## config.mk

```make
export PLATFORM = sky130hd
export DESIGN_NAME = maze_dfs_sequencer
export DESIGN_NICKNAME = d
export VERILOG_FILES = /design/src/rtl/maze_pkg.sv /design/src/rtl/maze_nbr_calc.sv /design/src/rtl/maze_dfs_sequencer.sv
export SDC_FILE = /design/constraint.sdc
export NUM_CORES = 1
export LEC_CHECK = 0
export ABC_AREA = 1
export BUFFER_PORTS_ARGS = -buffer_cell sky130_fd_sc_hd__buf_4
export CORE_ASPECT_RATIO = 1.4
export CORE_MARGIN = 2
export CORE_UTILIZATION = 45
export DETAILED_ROUTE_END_ITERATION = 10
export PLACE_DENSITY = 0.69
export SLEW_MARGIN = 20
export SYNTH_ARGS = -nofsm -noshare
export SYNTH_HDL_FRONTEND = slang
export SYNTH_SLANG_ARGS = --single-unit
```

## constraint.sdc

```tcl
create_clock -name clk -period 2.3 [get_ports clk]
set_input_delay 0.115 -clock clk [delete_from_list [all_inputs] [get_ports clk]]
set_output_delay 0.115 -clock clk [all_outputs]
set_load 0.01 [all_outputs]
```

## src/rtl/maze_pkg.sv

```systemverilog
// Shared types and constants for the maze depth-first search sequencer.
package maze_pkg;

  localparam int GRID_DIM = 16;

  typedef logic [7:0] loc_t;

  typedef enum logic [3:0] {
    S_IDLE,
    S_MARK,
    S_CHECK,
    S_READ,
    S_EVAL,
    S_ADVANCE,
    S_BACKTRACK,
    S_DONE,
    S_FAIL
  } state_t;

  // Direction scan order; DIR_NONE means every direction has been tried.
  localparam logic [2:0] DIR_EAST  = 3'd0;
  localparam logic [2:0] DIR_SOUTH = 3'd1;
  localparam logic [2:0] DIR_WEST  = 3'd2;
  localparam logic [2:0] DIR_NORTH = 3'd3;
  localparam logic [2:0] DIR_NONE  = 3'd4;

endpackage

```

## src/rtl/maze_nbr_calc.sv

```systemverilog
// Neighbour address calculator: given a cell {row, col} and a direction,
// returns the adjacent cell and whether it lies inside the grid (no wrap).
module maze_nbr_calc
  import maze_pkg::*;
(
  input  loc_t       loc,
  input  logic [2:0] dir,
  output loc_t       nbr,
  output logic       in_range
);

  localparam logic [3:0] EDGE_HI = 4'(GRID_DIM - 1);

  logic [3:0] row;
  logic [3:0] col;

  assign row = loc[7:4];
  assign col = loc[3:0];

  // Step one cell in the requested direction, flagging grid-edge crossings.
  always_comb begin
    nbr      = loc;
    in_range = 1'b0;
    case (dir)
      DIR_EAST: begin
        nbr      = {row, col + 4'd1};
        in_range = (col != EDGE_HI);
      end
      DIR_SOUTH: begin
        nbr      = {row + 4'd1, col};
        in_range = (row != EDGE_HI);
      end
      DIR_WEST: begin
        nbr      = {row, col - 4'd1};
        in_range = (col != 4'd0);
      end
      DIR_NORTH: begin
        nbr      = {row - 4'd1, col};
        in_range = (row != 4'd0);
      end
      default: begin
        nbr      = loc;
        in_range = 1'b0;
      end
    endcase
  end

endmodule

```

## src/rtl/maze_dfs_sequencer.sv

```systemverilog
// Depth-first maze search sequencer. Walks a 16x16 grid held in an external
// 1-bit memory, marking visited cells and keeping the return path on an
// external stack.
// Optional build macro MAZE_DFS_STEP_CNT_EN adds the step_cnt output, a
// saturating count of ADVANCE and BACKTRACK cycles since the last start.
//
// state     | meaning
// IDLE      | waiting for start
// MARK      | write 1 to the current cell, test for goal
// CHECK     | pick next direction, skip off-grid neighbours
// READ      | read neighbour cell
// EVAL      | neighbour blocked -> next dir, free -> advance
// ADVANCE   | push current cell, step into neighbour
// BACKTRACK | pop previous cell, rescan from dir 0
// DONE      | goal reached
// FAIL      | stack empty on backtrack or full on advance
module maze_dfs_sequencer
  import maze_pkg::*;
#(
  parameter loc_t START_LOC = 8'h00,
  parameter loc_t GOAL_LOC  = 8'hFF
) (
  input  logic        clk,
  input  logic        rst,
  input  logic        start,
  output loc_t        mem_addr,
  output logic        mem_rd,
  output logic        mem_wr,
  output logic        mem_wdata,
  input  logic        mem_rdata,
  output logic        stk_push,
  output logic        stk_pop,
  output loc_t        stk_din,
  input  loc_t        stk_dout,
  input  logic        stk_empty,
  input  logic        stk_full,
  output loc_t        cur_loc,
  output logic        move,
  output logic        busy,
  output logic        done,
`ifdef MAZE_DFS_STEP_CNT_EN
  output logic [15:0] step_cnt,
`endif
  output logic        fail
);

  state_t     state;
  logic [2:0] dir;
  loc_t       nbr;
  logic       in_range;
  logic       start_accept;

  maze_nbr_calc u_nbr_calc (
    .loc      (cur_loc),
    .dir      (dir),
    .nbr      (nbr),
    .in_range (in_range)
  );

  assign start_accept = start &&
                        ((state == S_IDLE) || (state == S_DONE) || (state == S_FAIL));

  // Marked cells are always written as visited.
  assign mem_wdata = 1'b1;

  // Memory and stack strobes decode from the state; at most one is ever set
  // because each belongs to a different state.
  always_comb begin
    mem_rd   = (state == S_READ);
    mem_wr   = (state == S_MARK);
    stk_push = (state == S_ADVANCE) && !stk_full;
    stk_pop  = (state == S_BACKTRACK) && !stk_empty;
    move     = (state == S_ADVANCE) && !stk_full;
    mem_addr = '0;
    if (state == S_MARK) begin
      mem_addr = cur_loc;
    end else if (state == S_READ) begin
      mem_addr = nbr;
    end
    stk_din = ((state == S_ADVANCE) && !stk_full) ? cur_loc : '0;
  end

  // Search FSM with registered location, direction and status flags.
  always_ff @(posedge clk) begin
    if (rst) begin
      state   <= S_IDLE;
      cur_loc <= START_LOC;
      dir     <= DIR_EAST;
      busy    <= 1'b0;
      done    <= 1'b0;
      fail    <= 1'b0;
    end else begin
      case (state)
        S_IDLE, S_DONE, S_FAIL: begin
          if (start_accept) begin
            state   <= S_MARK;
            cur_loc <= START_LOC;
            dir     <= DIR_EAST;
            busy    <= 1'b1;
            done    <= 1'b0;
            fail    <= 1'b0;
          end
        end
        S_MARK: begin
          if (cur_loc == GOAL_LOC) begin
            state <= S_DONE;
            busy  <= 1'b0;
            done  <= 1'b1;
          end else begin
            state <= S_CHECK;
          end
        end
        S_CHECK: begin
          if (dir == DIR_NONE) begin
            state <= S_BACKTRACK;
          end else if (!in_range) begin
            dir <= dir + 3'd1;
          end else begin
            state <= S_READ;
          end
        end
        S_READ: begin
          state <= S_EVAL;
        end
        S_EVAL: begin
          if (mem_rdata) begin
            dir   <= dir + 3'd1;
            state <= S_CHECK;
          end else begin
            state <= S_ADVANCE;
          end
        end
        S_ADVANCE: begin
          if (stk_full) begin
            state <= S_FAIL;
            busy  <= 1'b0;
            fail  <= 1'b1;
          end else begin
            cur_loc <= nbr;
            dir     <= DIR_EAST;
            state   <= S_MARK;
          end
        end
        S_BACKTRACK: begin
          if (stk_empty) begin
            state <= S_FAIL;
            busy  <= 1'b0;
            fail  <= 1'b1;
          end else begin
            cur_loc <= stk_dout;
            dir     <= DIR_EAST;
            state   <= S_CHECK;
          end
        end
        default: begin
          state <= S_IDLE;
          busy  <= 1'b0;
        end
      endcase
    end
  end

`ifdef MAZE_DFS_STEP_CNT_EN
  // Saturating count of ADVANCE/BACKTRACK cycles, cleared by each accepted start.
  always_ff @(posedge clk) begin
    if (rst) begin
      step_cnt <= '0;
    end else if (start_accept) begin
      step_cnt <= '0;
    end else if (((state == S_ADVANCE) || (state == S_BACKTRACK)) &&
                 (step_cnt != 16'hFFFF)) begin
      step_cnt <= step_cnt + 16'd1;
    end
  end
`endif

endmodule

```

==> out/qor.csv, run 1 <==
metric;value;unit
r2r_start;dir[0];
pin_count;47;
synth_cell_types;30;
synthesis.nets;276;
grt_pass1_vias;1591;
synth_cells;254;
dpl.cell_count;332;
fin_crit;2.17;ns
required;2.18;ns
setup_slack;0.128;ns
postRouteAntennaNets;0;
drcViolationCount;0;
die_height;73.4;um
netlist.area_leader.share;23.3;%
grt_overflow;0;
crit_type;flip-flop to primary output;
area_growth;26.2;%
peakVddDrop;662;uV
cts_buffers;3;
critPathLaunchType;flip-flop;
synth_top_cell_by_area;dfxtp_1;
clk-insertion-delay-late;0.26;ns
slew_violations;0;
finClkSkew;0.00158;ns
min_from;rst;
diodes;0;
vias;1756;
start_util;46.3;%
worst-r2r-setup-slack;0.38;ns
std_cell_rows;25;
ctsHtreeMaxLevel;1;
grt_pass1_wl;6910;um
max-clock-path-buffers;2;
fmax;460;MHz
numPortBuffers;45;
r2r_cells;12;
min_path_type;primary input to flip-flop;
fp.dieArea;3930;um2
vias_per_cell;5.24;
fill_cells;350;
postLayoutCoreUtil;58.4;%
routed_wl;4430;um
synth_area;1550;um2
final_common_cell;nand2_1;
layout_common_cells;56 x nand2_1, 45 x buf_4, 32 x inv_1, 32 x nor2_1, 19 x o21ai_0;
clock_sinks;18;
dpl_worst_slack;0.238;ns
place_congestion;0.809;
powerDensity;991;nW/um2
crit_fanout;5;
core_area;3350;um2
drive_above_1_share;25.4;%
power;1.94;mW
synth_seq_area_share;23.3;%
antenna_found_initial;0;
finalSetupViolations;0;
holdWs;0.0921;ns
min_path_cells;2;
drv_cap;0;
worst_hold_path.endpoint;dir[0];
dp.final_hpwl;3550;um
seqCellArea;365;um2
timing.rr.end;cur_loc[6];
final_nets;319;
cts_tree;yes;
wl_per_cell;13.2;um
end_kind;primary output;
outcome;complete, no violations;
crit_arrival;2.06;ns
synth.avg_cell_area;6.10;um2
ys_ff_latch;18;
grt_start_max_net_pins;13;
power_leakage;1.00;nW
drt_iter0_drc;41;
ys_warn_count;0;
hold_viol_final;0;
cts_root_buffer;clkbuf_8;
path_clk_slew;0.07;ns
final_cells;335;
dr.pass1.iters;4;
synth.top_cells.by_area;dfxtp_1 23%, nand2_1 14%, inv_1 8.2%, nor2_1 7.8%, ha_1 6.5%;
track_usage;23.9;%
rsz0062_at_grt;yes;
multi_input_area;1010;um2
die_w;53.6;um
finalCritPeriodShare;94.4;%
state kept, by name, indices dropped and copies added, names as in the netlist:
signal	flops
busy	1
cur_loc	8
dir	3
done	1
fail	1
state	4
metrics by stage:
step	instance area (um2)	TNS [ns]
2_1_floorplan	1550	0
5_1_grt	1950	-0.0981
3_3_place_gp	1880	0
4_1_cts	1920	0
6_report	1950	0
3_5_place_dp	1880	0
worst max-delay path, stage by stage (launching register included):
cell	delay, ns
dfxtp_4	0.36
inv_2	0.08
ha_2	0.19
nand2_1	0.10
xor2_1	0.16
ha_1	0.18
inv_1	0.06
nand3_1	0.06
o21ai_0	0.08
nand2_1	0.10
xor2_2	0.17
o22ai_1	0.11
buf_4	0.15
synth_stat cells:
cell type,n
o21ai_1,3
dfxtp_1,18
buf_6,3
nand2_4,1
or2_1,1
o21ai_0,20
nand3_1,17
or2_2,3
nor2_2,1
a21oi_2,2
nor2_4,1
inv_1,34
xor2_1,6
o22ai_1,8
inv_2,4
nor2_1,32
nand2_1,56
nand3_2,1
nand4_1,4
a21oi_1,17
buf_1,1
inv_4,1
a211oi_1,1
buf_4,2
o2111a_1,1
buf_2,1
nand2_2,4
ha_1,8
conb_1,1
nor3_1,2
timing repair:
action                     in CTS  in global routing
setup endpoints to repair       2                  2
resized for setup               2                 10
buffers inserted                0                  0
hold buffers                    0                  0
pin swaps                       0                  2
cells by family (layout without fill, tap and decap cells):
kind of cell             after synthesis  count (layout)  synth area share [%]
adder cells (fa/ha/maj)                8               8                  6.46
AND/OR/NAND/NOR                      123             123                  34.8
flip-flops                            18              18                  23.3
other                                  1               1                 0.242
AO/OA/AOI/OAI                         52              52                  18.5
buffers and inverters                 46              87                  13.3
XOR/XNOR                               6               6                  3.39
power by group:
group	switching [mW]	internal, mW
combinational	0.755	0.447
sequential	0.104	0.398
clock	0.114	0.117
total	0.974	0.962
per-layer routing:
metal	GRT usage [%]	share of wire (%)	up-vias
met5	0	0	-
met4	9.12	1.4	0
met3	2.85	4.0	7
met2	47.1	56	45
met1	24.3	39	806
li1	-	-	898
worst max-delay path by stage:
stage | startpoint | endpoint
3_3_place_gp | dir[0] | cur_loc[6]
4_1_cts | dir[1] | mem_addr[6]
3_5_place_dp | dir[0] | cur_loc[6]
2_1_floorplan | dir[0] | cur_loc[6]
6_report | dir[0] | mem_addr[2]
5_1_grt | dir[0] | mem_addr[6]
layout make-up:
| type | count | area share (%) |
|---|---|---|
| repair buffers | 45 | 17.3 |
| flip-flops and latches | 18 | 18.7 |
| inverters | 39 | 7.62 |
| clock buffers | 3 | 2.11 |
| multi-input cells | 190 | 51.7 |
| well taps | 40 | 2.56 |
Note: power is estimated with default switching activity, not from simulation.
==> run 2: changes to the inputs <==
==> constraint.sdc (replaced) <==
create_clock -name clk -period 2.5 [get_ports clk]
set_input_delay 0.125 -clock clk [delete_from_list [all_inputs] [get_ports clk]]
set_output_delay 0.125 -clock clk [all_outputs]
set_load 0.01 [all_outputs]
==> run 2 against run 1 <==
- design area fell by 0.45%
- sequential share of layout area fell by 0.11 points
- first-iteration DRC count fell by 29%
- highest routed layer unchanged
- power fell by 7.0%
- wire length fell by 1.4%
==> out/qor.csv, run 2 (synthesis gave the netlist of run 1 again) <==
metric;value;unit;change
std_cell_rows;25;;unchanged
grt_pass1_wl;6940;um;+0.41%
die_height;73.4;um;unchanged
diodes;0;;unchanged
numPortBuffers;45;;unchanged
fill_cells;345;;-1.4%
core_area;3350;um2;unchanged
outcome;complete, no violations;;
finClkSkew;0.00426;ns;+0.00268 ns
path_clk_slew;0.08;ns;about the same
dpl.cell_count;332;;unchanged
crit_fanout;6;;+1
fp.dieArea;3930;um2;unchanged
ctsHtreeMaxLevel;1;;unchanged
fin_crit;2.27;ns;
setup_slack;0.234;ns;+0.105 ns
finalSetupViolations;0;;unchanged
r2r_cells;12;;unchanged
fmax;441;MHz;
final_common_cell;nand2_1;;
grt_pass1_vias;1612;;+1.3%
drive_above_1_share;23.6;%;-1.8 points
required;2.38;ns;+0.20 ns
final_cells;336;;+0.30%
cts_setup_buffers;0;;unchanged
grt_overflow;0;;unchanged
grt_start_max_net_pins;13;;unchanged
routed_wl;4360;um;-1.4%
drcViolationCount;0;;unchanged
max-clock-path-buffers;2;;unchanged
drt_iter0_drc;29;;-29%
min_path_type;primary input to flip-flop;;
start_util;46.3;%;unchanged
track_usage;23.8;%;-0.17 points
dr.pass1.iters;4;;unchanged
vias;1741;;-0.85%
clock_sinks;18;;unchanged
finalCritPeriodShare;90.7;%;
place_congestion;0.814;;+0.61%
clk-insertion-delay-late;0.26;ns;about the same
min_path_cells;2;;unchanged
critPathLaunchType;flip-flop;;
dpl_worst_slack;0.456;ns;+0.218 ns
power;1.80;mW;-7.0%
layout_common_cells;55 x nand2_1, 45 x buf_4, 34 x inv_1, 32 x nor2_1, 20 x o21ai_0;;
crit_type;flip-flop to primary output;;
largest_reg_flops;8;;unchanged
reg_top3;cur_loc (8), state (4), dir (3);;
die_w;53.6;um;unchanged
power_leakage;1.01;nW;+0.86%
cts_root_buffer;clkbuf_8;;
wl_per_cell;13.0;um;-1.7%
peakVddDrop;589;uV;-11%
postRouteAntennaNets;0;;unchanged
end_kind;primary output;;
hold_viol_final;0;;unchanged
antenna_found_initial;0;;unchanged
regMostFlops;cur_loc;;
crit_arrival;2.14;ns;+0.08 ns
final_nets;319;;unchanged
area_growth;25.6;%;
vias_per_cell;5.18;;-1.1%
powerDensity;925;nW/um2;-6.6%
drv_cap;0;;unchanged
slew_violations;0;;unchanged
dp.final_hpwl;3500;um;-1.4%
pin_count;47;;unchanged
cts_buffers;3;;unchanged
cts_tree;yes;;
run 2: cell count changes in the layout (fill, tap and decap cells not counted), moves of 2 or more:
| cell | previous run | this run |
|---|---|---|
| ha_1 | 5 | 8 |
| ha_2 | 2 | 0 |
| inv_1 | 32 | 34 |
| inv_2 | 6 | 4 |
run 2: layout make-up:
type                            count  area, um2  area share [%]
Clock buffer                        4       55.1            2.83
Multi-Input combinational cell    190        992            51.0
Inverter                           39        149            7.65
Timing Repair Buffer               45        338            17.4
Sequential cell                    18        362            18.6
Tap cell                           40       50.0            2.57
run 2: worst paths after layout:
| path | startpoint | end | slack [ns] |
|---|---|---|---|
| max | dir[1] | mem_addr[6] | 0.23 |
| min reg2reg | busy | busy | 0.46 |
| min | rst | state[1] | 0.11 |
| max reg2reg | dir[0] | cur_loc[6] | 0.47 |
run 2: what timing repair did:
action / 4_1_cts / 5_1_grt
resized for setup: 0 / 3
endpoints found under the hold margin: 0 / 0
hold buffers: 0 / 0
setup endpoints to repair: 0 / 2
run 2: metal layers:
layer  global-route usage, %  share of wire (%)  vias to the layer above  wire [um]
li1                        -                  -                      900          -
met1                    25.8                 40                      793       1740
met2                    44.9                 54                       38       2370
met3                    3.05                3.0                       10        130
met4                    8.83                2.6                        0        114
met5                       0                  0                        -          0
run 2: per-stage QoR:
stage	instance area [um2]	utilization [%]	TNS (ns)	hold slack [ns]
after detailed placement	1880	56.1	0	0.393
after CTS	1930	57.8	0	0.119
final	1950	58.1	0	0.115
after global routing	1950	58.1	-0.0121	0.124
after floorplan	1550	-	0	0.305
after global placement	1880	56.1	0	0.390
run 2: power by group:
part           total (mW)  switching [mW]  internal (mW)
sequential          0.453          0.0887          0.364
clock               0.247           0.107          0.140
combinational        1.10           0.692          0.408
total                1.80           0.888          0.912
run 2: critical path: stages, from the launching register on:
cell and delay (ns):
dfxtp_1 0.37, ha_1 0.18, ha_1 0.24, nand2_1 0.07
inv_1 0.07, nor2_1 0.05, ha_1 0.17, a21oi_1 0.14
xor2_1 0.15, nand2_1 0.06, o21ai_0 0.09, o22ai_1 0.11
buf_4 0.17
